<file path="src/rtl/fetch_controller.sv">
// Instruction fetch sequencer: PC ownership, one-cycle memory latency tracking, 2-entry
// decode buffer, redirect squash and halt drain. Define FETCH_PERF_EN for perf counters.
//
// state   | meaning
// --------+-----------------------------------------------
// ST_RUN  | issuing fetches whenever buffer space allows
// ST_HALT | no new fetches; in-flight data lands, buffer drains
module fetch_controller #(
    parameter int                  PC_WIDTH = 32,
    parameter logic [PC_WIDTH-1:0] RESET_PC = '0,
    parameter logic [PC_WIDTH-1:0] PC_STEP  = {{(PC_WIDTH-1){1'b0}}, 1'b1}
) (
    input  logic                clk,
    input  logic                rst_n,
    output logic [PC_WIDTH-1:0] out_pc,
    input  logic [31:0]         in_inst,
    input  logic                in_redirect,
    input  logic [PC_WIDTH-1:0] in_redirect_pc,
    input  logic                in_halt,
    output logic                out_valid,
    output logic [31:0]         out_inst,
    output logic [PC_WIDTH-1:0] out_inst_pc,
    input  logic                in_ready,
    output logic                out_idle,
    output logic [31:0]         out_fetch_cnt,
    output logic [31:0]         out_squash_cnt
);

    typedef enum logic {
        ST_RUN  = 1'b0,
        ST_HALT = 1'b1
    } state_t;

    state_t              state_q;
    state_t              state_d;
    logic [1:0]          count_q;
    logic [1:0]          count_d;
    logic                inflight_q;
    logic [PC_WIDTH-1:0] tag_q;
    logic [31:0]         e1_inst_q;
    logic [PC_WIDTH-1:0] e1_pc_q;
    logic [2:0]          occupancy;
    logic                issue;
    logic                pop;
    logic                push;

    assign pop       = out_valid && in_ready;
    assign push      = inflight_q && !in_redirect;
    assign occupancy = {1'b0, count_q} + {2'b00, inflight_q};

    always_ff @(posedge clk or negedge rst_n) begin
        if (!rst_n) begin
            state_q <= ST_RUN;
        end else begin
            state_q <= state_d;
        end
    end

    always_comb begin
        state_d = state_q;
        case (state_q)
            ST_RUN:  if (in_halt)  state_d = ST_HALT;
            ST_HALT: if (!in_halt) state_d = ST_RUN;
            default: state_d = ST_RUN;
        endcase
    end

    // A slot freed by this cycle's pop can be refilled by a fetch issued now.
    always_comb begin
        issue    = 1'b0;
        out_idle = 1'b0;
        case (state_q)
            ST_RUN:  issue    = !in_halt && ((occupancy < 3'd2) || (occupancy == 3'd2 && pop));
            ST_HALT: out_idle = (count_q == 2'd0) && !inflight_q;
            default: ;
        endcase
    end

    always_ff @(posedge clk or negedge rst_n) begin
        if (!rst_n) begin
            out_pc     <= RESET_PC;
            inflight_q <= 1'b0;
            tag_q      <= '0;
        end else begin
            inflight_q <= issue && !in_redirect;
            if (in_redirect) begin
                out_pc <= in_redirect_pc;
            end else if (issue) begin
                out_pc <= out_pc + PC_STEP;
            end
            if (issue) begin
                tag_q <= out_pc;
            end
        end
    end

    always_comb begin
        count_d = count_q;
        if (in_redirect) begin
            count_d = 2'd0;
        end else begin
            case ({push, pop})
                2'b10:   count_d = count_q + 2'd1;
                2'b01:   count_d = count_q - 2'd1;
                default: count_d = count_q;
            endcase
        end
    end

    always_ff @(posedge clk or negedge rst_n) begin
        if (!rst_n) begin
            count_q     <= 2'd0;
            out_valid   <= 1'b0;
            out_inst    <= '0;
            out_inst_pc <= '0;
            e1_inst_q   <= '0;
            e1_pc_q     <= '0;
        end else begin
            count_q   <= count_d;
            out_valid <= (count_d != 2'd0);
            if (!in_redirect) begin
                if (pop) begin
                    if (count_q == 2'd2) begin
                        out_inst    <= e1_inst_q;
                        out_inst_pc <= e1_pc_q;
                        if (push) begin
                            e1_inst_q <= in_inst;
                            e1_pc_q   <= tag_q;
                        end
                    end else if (push) begin
                        out_inst    <= in_inst;
                        out_inst_pc <= tag_q;
                    end
                end else if (push) begin
                    if (count_q == 2'd0) begin
                        out_inst    <= in_inst;
                        out_inst_pc <= tag_q;
                    end else begin
                        e1_inst_q <= in_inst;
                        e1_pc_q   <= tag_q;
                    end
                end
            end
        end
    end

    no_overflow: assert property (@(posedge clk) disable iff (!rst_n)
        !(push && !pop && count_q == 2'd2));

`ifdef FETCH_PERF_EN
    logic [31:0] fetch_cnt_q;
    logic [31:0] squash_cnt_q;
    logic [1:0]  flushed;
    logic [2:0]  squash_inc;

    // The head popped during a redirect is delivered, not flushed.
    assign flushed    = count_q - {1'b0, pop};
    assign squash_inc = {1'b0, flushed} + {2'b00, inflight_q} + {2'b00, issue};

    always_ff @(posedge clk or negedge rst_n) begin
        if (!rst_n) begin
            fetch_cnt_q  <= '0;
            squash_cnt_q <= '0;
        end else begin
            if (pop) begin
                fetch_cnt_q <= fetch_cnt_q + 32'd1;
            end
            if (in_redirect) begin
                squash_cnt_q <= squash_cnt_q + {29'd0, squash_inc};
            end
        end
    end

    assign out_fetch_cnt  = fetch_cnt_q;
    assign out_squash_cnt = squash_cnt_q;
`else
    assign out_fetch_cnt  = '0;
    assign out_squash_cnt = '0;
`endif

endmodule

</file>
<file path="config.mk">
export PLATFORM = sky130hd
export DESIGN_NAME = fetch_controller
export DESIGN_NICKNAME = d
export VERILOG_FILES = /design/src/rtl/fetch_controller.sv
export SDC_FILE = /design/constraint.sdc
export NUM_CORES = 1
export LEC_CHECK = 0
export ABC_AREA = 0
export CAP_MARGIN = 5
export CORE_ASPECT_RATIO = 2
export CORE_MARGIN = 2
export CORE_UTILIZATION = 45
export DETAILED_ROUTE_END_ITERATION = 10
export PLACE_DENSITY = 0.8
export SYNTH_ARGS = -nofsm -noshare
export SYNTH_HDL_FRONTEND = slang
export SYNTH_SLANG_ARGS = --single-unit
export TNS_END_PERCENT = 20
</file>
<file path="constraint.sdc">
create_clock -name clk -period 2.2 [get_ports clk]
set_input_delay 0.44 -clock clk [delete_from_list [all_inputs] [get_ports clk]]
set_output_delay 0.44 -clock clk [all_outputs]
set_load 0.02 [all_outputs]
</file>
* After elaboration in Yosys (flattened, before gate mapping) *
Index checks and enable logic that the tools add are counted.

word-level totals
  register bits = 197
  input bits = 69
  output and inout bits = 162
  logic and storage cells = 66

operators by class
  add/sub/neg operators = 4
  $lt $le $gt $ge = 1
  equal/unequal tests = 7
  multiplexer cells = 25
  bitwise operators = 1
  reductions and logical operators = 18

operator list
  kind                                                                     number
  32-bit two-way mux                                                       20
  32-bit by 1-bit adder with 32-bit output, second input constant          1
  2-bit nonzero test                                                       5
  1-bit logical AND                                                        6
  5-bit AND reduction                                                      1
  2-bit == test, second input constant                                     2
  2-bit inequality test, second input constant                             2
  2-bit case mux with 2 select lines                                       1
  4-bit AND reduction                                                      1
  2-bit by 1-bit adder with 3-bit output                                   1
  3-bit by 2-bit == test with 1-bit output, second input constant          1
  1-bit logical NOT                                                        3
  3-bit by 2-bit < comparator with 1-bit output, second input constant     1
  1-bit two-way mux                                                        3
  2-bit by 1-bit adder with 2-bit output, second input constant            1
  2-bit by 1-bit == test with 1-bit output, second input constant          1
  2-bit logical NOT                                                        1
  2-bit two-way mux                                                        1
  2-bit by 1-bit inequality test with 1-bit output, second input constant  1
  2-bit by 1-bit subtractor with 2-bit output, second input constant       1
  1-bit logical OR                                                         1
  1-bit inverter                                                           1

* Longest topological paths before layout *
Gate-level depths: netlist (run 1).

  depth after elaboration = 8
  depth in mapped cells = 11
  depth with buffers taken out = 8

* Worst setup path after synthesis (run 1) *
No wires, ideal clock.

  kind = register to register
  from = reg inflight_q
  to = reg tag_q[21]
  setup time = 0.065 ns
  arrival = 2.318 ns
  data required time = 2.135 ns
  setup slack = -0.183 ns
  cell stages (with the launch flop) = 11
  path buffers = 3
  clock period less this slack = 2.383 ns
  cells stage by stage = dfrtp_1 -> ha_1 -> inv_1 -> ha_1 -> and4b_1 -> a22oi_1 -> clkbuf_1 -> clkbuf_1 -> buf_1 -> nand2_1 -> nand2_1

on the way
  cells in the longest elaborated chain, start to end = 6
  elaborated cells between the ends (all ways) = 7
  those cells by class = add/sub: 1; order compare: 1; eq/ne: 1; mux: 1; reduce/logical: 3

RTL lines
  element                                                                                                RTL line  text
  start: declaration                                                                                     38        logic inflight_q;
  start signal: assignment                                                                               85        inflight_q <= issue && !in_redirect;
  2-bit by 1-bit adder with 3-bit output (*)                                                             49        assign occupancy = {1'b0, count_q} + {2'b00, inflight_q};
  parallel branches: the longest is 2 deep, another holds 3-bit by 2-bit < comparator with 1-bit output  n/a
  1-bit logical OR (*)                                                                                   73        ST_RUN: issue = !in_halt && ((occupancy < 3'd2) || (occupancy == 3'd2 && pop));
  1-bit logical AND (*)                                                                                  73
  1-bit two-way mux (*)                                                                                  72        case (state_q)
  end signal: assignment                                                                                 92        tag_q <= out_pc;
  end: declaration                                                                                       39        logic [PC_WIDTH-1:0] tag_q;

Every way passes the cells marked *.
A chain may end at the register's enable or synchronous reset.

* Worst setup path after layout (run 1) *
  from = reg count_q[0]
  to = reg out_pc[29]

on the way
  cells in the longest elaborated chain, start to end = 7
  elaborated cells between the ends (all ways) = 8
  those cells by class = add/sub: 1; order compare: 1; eq/ne: 1; mux: 1; reduce/logical: 4

RTL lines
  element                                                                                                RTL line  text
  start: declaration                                                                                     36        logic [1:0] count_q;
  start signal: assignment                                                                               119       count_q <= count_d;
  2-bit by 1-bit adder with 3-bit output (*)                                                             49
  parallel branches: the longest is 2 deep, another holds 3-bit by 2-bit < comparator with 1-bit output  n/a
  1-bit logical OR (*)                                                                                   73
  1-bit logical AND (*)                                                                                  73
  1-bit two-way mux (*)                                                                                  72
  2-bit nonzero test (no source line) (*)                                                                n/a
  end signal: assignment                                                                                 87        out_pc <= in_redirect_pc;
  end signal: assignment                                                                                 89        out_pc <= out_pc + PC_STEP;
  end: declaration                                                                                       15        output logic [PC_WIDTH-1:0] out_pc,

Marked as above.

==> metrics list, run 1 <==
* Async set or reset register ratio after synthesis: 1.00
- Subtracting the final worst setup slack from the clock period gives 2.18 ns.
- The startpoint identified for the worst register-to-register timing path is count_q[0]$_DFF_PN0_.
- Pin placement for this block handled 231 I/O pins.
- In this run, the number of DRC markers left after iteration 0 of detailed routing was 344.
* Number of library cell types mapped by synthesis: 41
- Routed Wire Length: 19.7 mm
- Static leakage power: 5.91 nW
- Via count normalized by instance count: 4.95
- Worst Skew: 0.0112 ns
- On the final layout, the worst hold slack is 0.478 ns.
* Number of design rule violations left after detail routing: 0
- TritonCTS clock tree: yes
* GR Overflow Total: 0
- Core Util, Final: 0.592
* Maximum VDD drop: 0.463 mV
* Vias: 6533
- Final setup slack of the worst path: 0.0151 ns
- Portion of total power attributed to sequential cells: 0.469
* Commonest cells after routing, fill and taps aside: sky130_fd_sc_hd__dfrtp_1 (196), sky130_fd_sc_hd__nand2_1 (187), sky130_fd_sc_hd__clkdlybuf4s50_1 (164)
* Post-Syn Instances: 858
- Total CTS buffers: 17
* Number of antenna violations at the first check in global routing: 0
- Post-Synthesis Cell Area: 9190 um^2
- Clock-pin slew reported for the worst setup and hold paths after clock tree synthesis: 0.08 ns
* Most common cell after layout, fill and taps aside: sky130_fd_sc_hd__dfrtp_1
- Worst Path Arrival: 2.50 ns
* Total inserted antenna cells: 0
* Hold path endpoint: out_inst[4]$_DFFE_PN0P_
- The worst register-to-register path ends at out_pc[29]$_DFFE_PN0P_.
* Total instance count after detailed placement: 1288
- The longest clock path from root to sink contains 2 buffers.
- Placeable core region: 20200 um^2
- Internal power comes to 7.06 mW.
- Status: complete, no violations
- Number of global-route vias before repair: 6475
- In this run the register-to-register setup slack is 0.02 ns.
* Leading register cell type out of synthesis: sky130_fd_sc_hd__dfrtp_1
- Post-Place Cell Area: 11300 um^2
- Entering global routing, the biggest net connects 67 pins.
- For the worst setup path, the data required time is 2.51 ns.
- Startpoint types: flop
* Critical path start-end classification: reg -> reg
* Part of the Yosys area used for sequential elements: 0.537
- Total net switching power: 3.03 mW
- Measured along the y axis, the die boundary spans 206 um.
* Crit. End Element: flop
* Top achievable clock speed: 0.458 GHz
* Total chip power: 10.1 mW
- Setup repair after global routing could not meet its margin everywhere.
- Quantity of I/O buffers inserted on ports: 166
* Total count of max-transition violations in the final report: 0
- After synthesis the netlist holds a flip-flop and latch count of 197.
- Root Driver: sky130_fd_sc_hd__clkbuf_16
* Final HPWL DP: 14.5 mm
* Share of the cycle needed by the critical path after routing: 0.993
- Of the total power, the share spent switching nets is 0.301.
- Clock network fraction of design power: 0.295
- At the pin with the least slew margin, the transition time is 0.621 ns.
- Setup violations remaining at the end of the flow were counted as 0.
- The H-tree generated during clock tree synthesis spans 4 levels.
* Origin of the worst min-delay path: out_inst[4]$_DFFE_PN0P_
* Count of clock tree sinks: 197
* First-pass GRT wire length: 32.5 mm
- At the end of the flow, the number of nets in the layout was 1117.
- Worst rel slew slack: 0.582
* Post-synth EDFFs: 0
* Type of the worst min-delay path: reg -> reg
- The finished cells cover 11900 um^2.
- Worst slack at placement: -0.219 ns
- For this run, the total global-route usage over all layers was measured as 0.184.
- Leaving out filler cells and counting taps, the final layout contains 1321.
- The total count of hold-check failures in the final report is 0.
- The worst register-to-register path has a depth of 9.
* Detailed-route wire length per cell: 14.9 um
* Power density relative to cell area: 845 nW/um^2
- Layout Area Growth over Synthesis: 30.0%
- Worst-skew pair later-pin latency: 0.42 ns
- Across the run, the number of max-cap violations was 0.
- Die X: 105 um
- Before antenna repair, the detailed router went through 5 iterations.
* Initial standard-cell utilization of the core: 0.455
- Cell Rows: 74
- Instance count along the most critical hold path: 2
- Number of warnings issued by yosys: 0
- The share of total power dissipated in combinational logic is 0.236.
- Mean Syn Cell Area: 10.7 um^2
* Overall die area: 21600 um^2
- In this run the post-CTS setup repair buffer count came out at 0.
- Once detail routing completed, the nets flagged for antenna violations numbered 0.
- Total negative setup slack: 0 ns
- Of all nets on the critical path, the largest fanout is 11.
* Routability cong.: 0.912
- Fraction of final layout cells sized beyond drive strength 1: 0.167
## cells in the mapped netlist (5+ instances only)
| master | number | area [um^2] |
|---|---|---|
| sky130_fd_sc_hd__buf_1 | 8 | 30.0 |
| sky130_fd_sc_hd__buf_2 | 5 | 25.0 |
| sky130_fd_sc_hd__buf_4 | 64 | 480 |
| sky130_fd_sc_hd__clkbuf_1 | 36 | 135 |
| sky130_fd_sc_hd__dfrtp_1 | 197 | 4930 |
| sky130_fd_sc_hd__ha_1 | 6 | 75.1 |
| sky130_fd_sc_hd__inv_1 | 10 | 37.5 |
| sky130_fd_sc_hd__mux2_2 | 69 | 777 |
| sky130_fd_sc_hd__mux2i_1 | 65 | 651 |
| sky130_fd_sc_hd__nand2_1 | 188 | 706 |
| sky130_fd_sc_hd__nand3_1 | 12 | 60.1 |
| sky130_fd_sc_hd__nand4_1 | 10 | 62.6 |
| sky130_fd_sc_hd__nor2_1 | 7 | 26.3 |
| sky130_fd_sc_hd__nor3_1 | 8 | 40.0 |
| sky130_fd_sc_hd__nor4_1 | 7 | 43.8 |
| sky130_fd_sc_hd__nor4_2 | 5 | 62.6 |
| sky130_fd_sc_hd__o21ai_0 | 87 | 435 |
| sky130_fd_sc_hd__o21ai_1 | 9 | 45.0 |
| sky130_fd_sc_hd__xnor2_1 | 19 | 166 |
| sky130_fd_sc_hd__xor2_1 | 13 | 114 |
## what timing repair did
action	4_1_cts	5_1_grt
gates resized for setup	6	10
hold endpoints to repair	33	0
hold buffers	1	0
pin swaps	0	7
endpoints found under the setup margin	16	20
## power groups by stage
stage	sequential, mW	combinational [mW]	clock, mW
6_report	4.74	2.38	2.98
5_1_grt	4.82	2.59	3.18
4_1_cts	4.74	2.40	3.04
3_5_place_dp	4.80	2.38	0
3_3_place_gp	4.75	2.31	0
2_1_floorplan	5.09	0.964	0
## final cells by class
cell class                      count  area (um^2)
Timing Repair Buffer              216         2200
Multi-Input combinational cell    599         3870
Inverter                           11         42.5
Clock buffer                       18          429
Tap cell                          266          333
Fill cell                        1681         8240
Sequential cell                   197         4930
Clock inverter                     14          140
## per-layer routing
| layer | global-route usage | vias to the layer above | part of all wire | routed length [um] |
|---|---|---|---|---|
| li1 | - | 3140 | - | - |
| met1 | 0.255 | 3162 | 0.45 | 8830 |
| met2 | 0.298 | 212 | 0.49 | 9680 |
| met3 | 0.0347 | 19 | 0.048 | 943 |
| met4 | 0.0519 | 0 | 0.013 | 249 |
| met5 | 0 | - | 0 | 0 |
## cell families after synthesis
logic type      after synthesis  share of synthesized area
compound gates              104                     0.0583
xor+xnor                     32                     0.0305
fa+ha+maj                     6                    0.00817
buf+inv                     125                     0.0787
flops                       197                      0.537
mux                         134                      0.155
other cells                   1                   0.000408
simple gates                259                      0.132
## critical path: stages, from the launching register on
cell	delay, ns
sky130_fd_sc_hd__dfrtp_1	0.37
sky130_fd_sc_hd__ha_2	0.21
sky130_fd_sc_hd__inv_1	0.05
sky130_fd_sc_hd__ha_1	0.26
sky130_fd_sc_hd__and4b_1	0.22
sky130_fd_sc_hd__a22oi_2	0.08
sky130_fd_sc_hd__buf_12	0.16
sky130_fd_sc_hd__nor4_2	0.34
sky130_fd_sc_hd__xor2_1	0.11
sky130_fd_sc_hd__mux2_2	0.28
## worst max-delay path by stage
stage / startpoint / end / slack, ns
after floorplan: inflight_q$_DFF_PN0_ / out_pc[20]$_DFFE_PN0P_ / -0.07
after global placement: in_halt / out_pc[16]$_DFFE_PN0P_ / -0.08
after detailed placement: in_halt / out_pc[29]$_DFFE_PN0P_ / -0.22
after CTS: count_q[0]$_DFF_PN0_ / out_pc[29]$_DFFE_PN0P_ / 0.01
after global routing: count_q[0]$_DFF_PN0_ / out_pc[29]$_DFFE_PN0P_ / -0.06
final: count_q[0]$_DFF_PN0_ / out_pc[29]$_DFFE_PN0P_ / 0.02
## registers in the layout, summed over array words and instances, names as in the netlist
register,cells
e1_inst_q,32
e1_pc_q,32
out_inst,32
out_inst_pc,32
out_pc,32
tag_q,32
count_q,2
inflight_q,1
out_valid,1
state_q,1
(Power assumes the default switching activity.)
==> run 2, diff against run 1 <==
Settings changed: SLEW_MARGIN set to 20.
==> results of run 2 <==
Final layout, timing and power as in run 1 (identical DEF).
